===== src/rtl/rf_wport_arbiter_pkg.sv =====
// rf_wport_arbiter_pkg: shared widths, grant select and wait-counter sizing for the RF write-port arbiter.
package rf_wport_arbiter_pkg;
    localparam int NB_DATA_DEF  = 32;
    localparam int NB_ADDR_DEF  = 5;
    localparam int MAX_WAIT_DEF = 4;

    typedef enum logic [1:0] {
        GNT_NONE,
        GNT_WB,
        GNT_DBG
    } gnt_e;

    function automatic int cnt_width(input int max_wait);
        return $clog2(max_wait + 1);
    endfunction

    localparam int NB_CNT_DEF = cnt_width(MAX_WAIT_DEF);
endpackage


===== src/rtl/rf_wport_arbiter_dbg_wr_buffer.sv =====
// dbg_wr_buffer: one-entry valid/ready holding register for debug register writes.
module dbg_wr_buffer
    import rf_wport_arbiter_pkg::*;
#(
    parameter int NB_DATA = NB_DATA_DEF,
    parameter int NB_ADDR = NB_ADDR_DEF
) (
    input  logic               clk,
    input  logic               rst_n,
    input  logic               valid,
    input  logic [NB_ADDR-1:0] addr,
    input  logic [NB_DATA-1:0] data,
    input  logic               pop,
    output logic               ready,
    output logic               full,
    output logic [NB_ADDR-1:0] buf_addr,
    output logic [NB_DATA-1:0] buf_data
);
    assign ready = !full;

    // Push only happens while empty and pop only while full, so they never collide.
    always_ff @(posedge clk or negedge rst_n) begin
        if (!rst_n) begin
            full     <= 1'b0;
            buf_addr <= '0;
            buf_data <= '0;
        end else if (valid && !full) begin
            full     <= 1'b1;
            buf_addr <= addr;
            buf_data <= data;
        end else if (pop) begin
            full     <= 1'b0;
        end
    end
endmodule


===== src/rtl/rf_wport_arbiter.sv =====
// rf_wport_arbiter: shares the RF write port between writeback (priority) and a buffered debug requester.
// Optional RFWR_R0_GUARD_EN: writes to register 0 are granted but suppressed on the port.
module rf_wport_arbiter
    import rf_wport_arbiter_pkg::*;
#(
    parameter int NB_DATA  = NB_DATA_DEF,
    parameter int NB_ADDR  = NB_ADDR_DEF,
    parameter int MAX_WAIT = MAX_WAIT_DEF
) (
    input  logic               i_clk,
    input  logic               i_rst_n,
    input  logic               i_wb_regWrite,
    input  logic [NB_ADDR-1:0] i_wb_reg2write,
    input  logic [NB_DATA-1:0] i_wb_write_data,
    input  logic               i_dbg_valid,
    input  logic [NB_ADDR-1:0] i_dbg_addr,
    input  logic [NB_DATA-1:0] i_dbg_data,
    output logic               o_dbg_ready,
    output logic               o_wb_stall,
    output logic               o_rf_we,
    output logic [NB_ADDR-1:0] o_rf_addr,
    output logic [NB_DATA-1:0] o_rf_data
);
    localparam int NB_CNT = cnt_width(MAX_WAIT);
    localparam logic [NB_CNT-1:0] WAIT_MAX = NB_CNT'(MAX_WAIT);

    logic               buf_full;
    logic [NB_ADDR-1:0] buf_addr;
    logic [NB_DATA-1:0] buf_data;
    logic [NB_CNT-1:0]  wait_cnt;
    logic               wb_req;
    logic               forced;
    logic               we_next;
    gnt_e               gnt;

    dbg_wr_buffer #(
        .NB_DATA(NB_DATA),
        .NB_ADDR(NB_ADDR)
    ) u_buf (
        .clk     (i_clk),
        .rst_n   (i_rst_n),
        .valid   (i_dbg_valid),
        .addr    (i_dbg_addr),
        .data    (i_dbg_data),
        .pop     (gnt == GNT_DBG),
        .ready   (o_dbg_ready),
        .full    (buf_full),
        .buf_addr(buf_addr),
        .buf_data(buf_data)
    );

`ifdef RFWR_R0_GUARD_EN
    // A writeback to r0 never competes for the port, so it can never be stalled.
    assign wb_req  = i_wb_regWrite && (i_wb_reg2write != '0);
    assign we_next = (gnt == GNT_WB) || (gnt == GNT_DBG && buf_addr != '0);
`else
    assign wb_req  = i_wb_regWrite;
    assign we_next = gnt != GNT_NONE;
`endif

    always_comb begin
        forced     = buf_full && (wait_cnt == WAIT_MAX);
        gnt        = (buf_full && (!wb_req || forced)) ? GNT_DBG :
                     wb_req                            ? GNT_WB  : GNT_NONE;
        o_wb_stall = wb_req && (gnt == GNT_DBG);
    end

    always_ff @(posedge i_clk or negedge i_rst_n) begin
        if (!i_rst_n) begin
            o_rf_we   <= 1'b0;
            o_rf_addr <= '0;
            o_rf_data <= '0;
        end else begin
            o_rf_we <= we_next;
            if (we_next) begin
                o_rf_addr <= (gnt == GNT_DBG) ? buf_addr : i_wb_reg2write;
                o_rf_data <= (gnt == GNT_DBG) ? buf_data : i_wb_write_data;
            end
        end
    end

    // Counts cycles a full buffer loses to writeback; saturates so the forced grant is sticky.
    always_ff @(posedge i_clk or negedge i_rst_n) begin
        if (!i_rst_n) begin
            wait_cnt <= '0;
        end else if (!buf_full || gnt == GNT_DBG) begin
            wait_cnt <= '0;
        end else if (wait_cnt != WAIT_MAX) begin
            wait_cnt <= wait_cnt + 1'b1;
        end
    end
endmodule


===== config.mk =====
export PLATFORM = sky130hd
export DESIGN_NAME = rf_wport_arbiter
export DESIGN_NICKNAME = d
export VERILOG_FILES = /design/src/rtl/rf_wport_arbiter_pkg.sv /design/src/rtl/rf_wport_arbiter_dbg_wr_buffer.sv /design/src/rtl/rf_wport_arbiter.sv
export SDC_FILE = /design/constraint.sdc
export NUM_CORES = 1
export LEC_CHECK = 0
export ABC_AREA = 1
export CORE_AREA = 8 8 97 99
export CTS_BUF_LIST = sky130_fd_sc_hd__clkbuf_16
export DETAILED_ROUTE_END_ITERATION = 12
export DIE_AREA = 0 0 105 107
export PLACE_DENSITY = 0.81
export SYNTH_ARGS = -nofsm -noshare
export SYNTH_HDL_FRONTEND = slang
export SYNTH_SLANG_ARGS = --single-unit

===== constraint.sdc =====
create_clock -name i_clk -period 2.6 [get_ports i_clk]
set_clock_uncertainty 0.05 [all_clocks]
set_input_delay 0.78 -clock i_clk [delete_from_list [all_inputs] [get_ports i_clk]]
set_output_delay 0.78 -clock i_clk [all_outputs]
set_load 0.02 [all_outputs]

==> impl_metrics.csv <==
group,metric,value,unit
outcome,outcome,"finished clean",
floorplan,start_util,0.4938,
timing,holdWs,0.3578,ns
setup_path,crit_top_cell,"dlygate4sd2_1",
synthesis,avgSynthCellArea,8.419,µm²
grt,track_usage,0.1802,
clocking,clock-root-buffer,"clkbuf_16",
clocking,cts_setup_buffers,0,
timing,period_needed,2.423,ns
placement,post-place-ws,-0.3212,ns
timing,rsz0062_at_grt,"false",
detailed_routing,drc,0,
power,p_comb_frac,0.436,
detailed_routing,first_iter_violations,147,
grt,grt_max_degree,75,
power,swShare,0.3860,
synthesis,yosysWarnings,0,
synthesis,ys_seq_elements,79,
setup_path,cp.required,1.77,ns
floorplan,dieArea,11240,µm²
power,seqPwrFrac,0.361,
floorplan,core_area,7928,µm²
clocking,cts_max_level,3,
finish,layout-drive-gt1-share,0.1434,
setup_path,crit_path_end_kind,"output port",
detailed_routing,vias,3420,
power,leakage,2.698,nW
detailed_routing,avgRoutedWirePerCell,14.68,µm
detailed_routing,dr.pass1.iters,4,
floorplan,dieHeight,107,µm
floorplan,die_x,105,µm
finish,final_cell_mix,"nand2_1, clkdlybuf4s50_1, nand3_1",
synthesis,synth_nets,545,
finish,fillers,640,
grt,grt-ovfl-total,0,
timing,slew_violations,0,
timing,finalHoldViolations,0,
power,internal_power,0.003687,W
timing,tightestPinTransition,0.4936,ns
timing,timing.setup.tns,0,ns
placement,place_congestion,0.7596,
synthesis,yosysSeqAreaShare,0.5050,
power,power_switching,0.002318,W
power,power_frac_clock,0.202,
clocking,cts_resized,2,
clocking,clk_pin_slew,0.06,ns
grt,grt_pass1_wl,16720,µm
floorplan,ios,118,
clocking,clkLatencyLatePin,0.33,ns
setup_path,critPathSlowestCell,"dlygate4sd2_1",
setup_path,crit_family,"buffers and inverters",
setup_path,crit_path_start_kind,"input pin",
setup_path,crit_chain,"dlygate4sd2_1, nand2_2, nand3_1, inv_1, dlygate4sd2_1",
power,p_per_area,1116,nW/µm²
worst_hold_path,hold_path_class,"input pin to async pin",
clocking,cts_hold_buf,0,
grt,grt_pass1_vias,3471,
finish,nets,654,
timing,setup_ws,0.1771,ns
clocking,cts_tree,"yes",
clocking,cts_inserted_buffers,9,
placement,hpwl,7096,µm
clocking,cts_sinks,79,
grt,antenna_found_initial,0,
setup_path,critPathMaxFanout,4,
finish,areaGrowthSynthToFinish,37.46,%
timing,period_share,0.9319,
finish,layout_commonest_cell,"nand2_1",
setup_path,cp_slowest_stage_delay,0.32,ns
floorplan,row_count,33,
setup_path,cp.arrival,1.59,ns
timing,setup-violations-final,0,
detailed_routing,antenna_left,0,
setup_path,crit_buf_inv,3,
synthesis,synthCells,465,
job,drv_cap,0,
detailed_routing,routed_wl,10040,µm
setup_path,critical_path_class,"input pin to output port",
detailed_routing,viasPerCell,5.000,
placement,portBuffers,117,
finish,diodes,0,
timing,slew_headroom,0.6709,
power,vdd_drop_max,0.5357,mV
clocking,clockBufferDepth,2,
synthesis,synth.distinct_cells,18,
timing,timing.fmax,0.4127,GHz
synthesis,syn-cell-area,3915,µm²
==> metal layers <==
| layer | wire length (µm) | GRT usage | part of all wire | vias to the layer above |
|---|---|---|---|---|
| li1 | - | - | - | 1660 |
| met1 | 4424 | 0.2335 | 0.44 | 1612 |
| met2 | 4788 | 0.2896 | 0.48 | 137 |
| met3 | 711 | 0.04319 | 0.071 | 11 |
| met4 | 118 | 0.06116 | 0.012 | 0 |
| met5 | 0 | 0 | 0 | - |
==> Yosys cell counts <==
master	instances	area [µm²]
buf_1	1	3.750
buf_12	2	40.04
buf_2	10	50.05
buf_4	9	67.56
buf_6	8	90.09
clkbuf_1	3	11.26
dfrtp_1	79	1977
ha_1	2	25.02
inv_1	42	157.7
inv_2	1	3.750
nand2_1	133	499.2
nand2_2	22	137.6
nand3_1	92	460.4
nand3_2	20	200.2
nor2_1	29	108.9
nor2_2	10	62.56
nor2_4	1	11.26
xnor2_1	1	8.760
==> power by group through the flow <==
stage,Combinational [W],Sequential (W),Clock (W)
after floorplan,0.00130,0.00248,0
after global placement,0.00258,0.00215,0
after detailed placement,0.00265,0.00218,0
after CTS,0.00267,0.00217,0.00123
after global routing,0.00287,0.00224,0.00128
final,0.00262,0.00217,0.00122
==> path summary, 6_finish.rpt <==
path	from	to	slack, ns	cells after the start
max	i_wb_regWrite	o_wb_stall	0.18	5
min	i_rst_n	o_rf_data[15]	0.36	1
max reg2reg	wait_cnt[0]	o_rf_addr[0]	0.77	9
min reg2reg	u_buf.buf_data[23]	u_buf.buf_data[23]	0.42	2
max in group asynchronous	i_rst_n	o_rf_addr[3]	1.54	2
min in group i_clk	u_buf.buf_data[23]	u_buf.buf_data[23]	0.42	2
==> flip-flops by register name, summed over array words and instances, names as in the netlist <==
name / flops
o_rf_we: 1
u_buf.buf_data: 32
wait_cnt: 3
u_buf.buf_addr: 5
o_rf_data: 32
u_buf.full: 1
o_rf_addr: 5
==> cells by family (layout without fill, tap and decap cells) <==
family	count (synthesis)	in the layout	synth area share
buffers and inverters	76	190	0.1083
adders and majority gates	2	2	0.006391
DFF	79	79	0.5050
and+or+nand+nor	307	307	0.3781
xor gates and xnor gates	1	1	0.002238
==> layout make-up <==
cell class	instances	area, µm²	area share
Clock inverter	7	63.81	0.01186
Multi-Input combinational cell	310	1514	0.2813
Clock buffer	9	225.2	0.04185
Tap cell	105	131.4	0.02441
Inverter	43	161.4	0.02999
Sequential cell	79	1977	0.3674
Timing Repair Buffer	131	1309	0.2432
==> through the flow <==
| step | utilization | power, W | instances | instance area [µm²] |
|---|---|---|---|---|
| floorplan | - | 0.003782 | 465 | 3915 |
| global placement | 0.6427 | 0.004731 | 668 | 5095 |
| detailed placement | 0.6427 | 0.004836 | 668 | 5095 |
| CTS | 0.6788 | 0.006071 | 684 | 5381 |
| global route | 0.6788 | 0.006385 | 684 | 5381 |
| finish | 0.6788 | 0.006005 | 684 | 5381 |
Power figures use the tool's default switching activity.
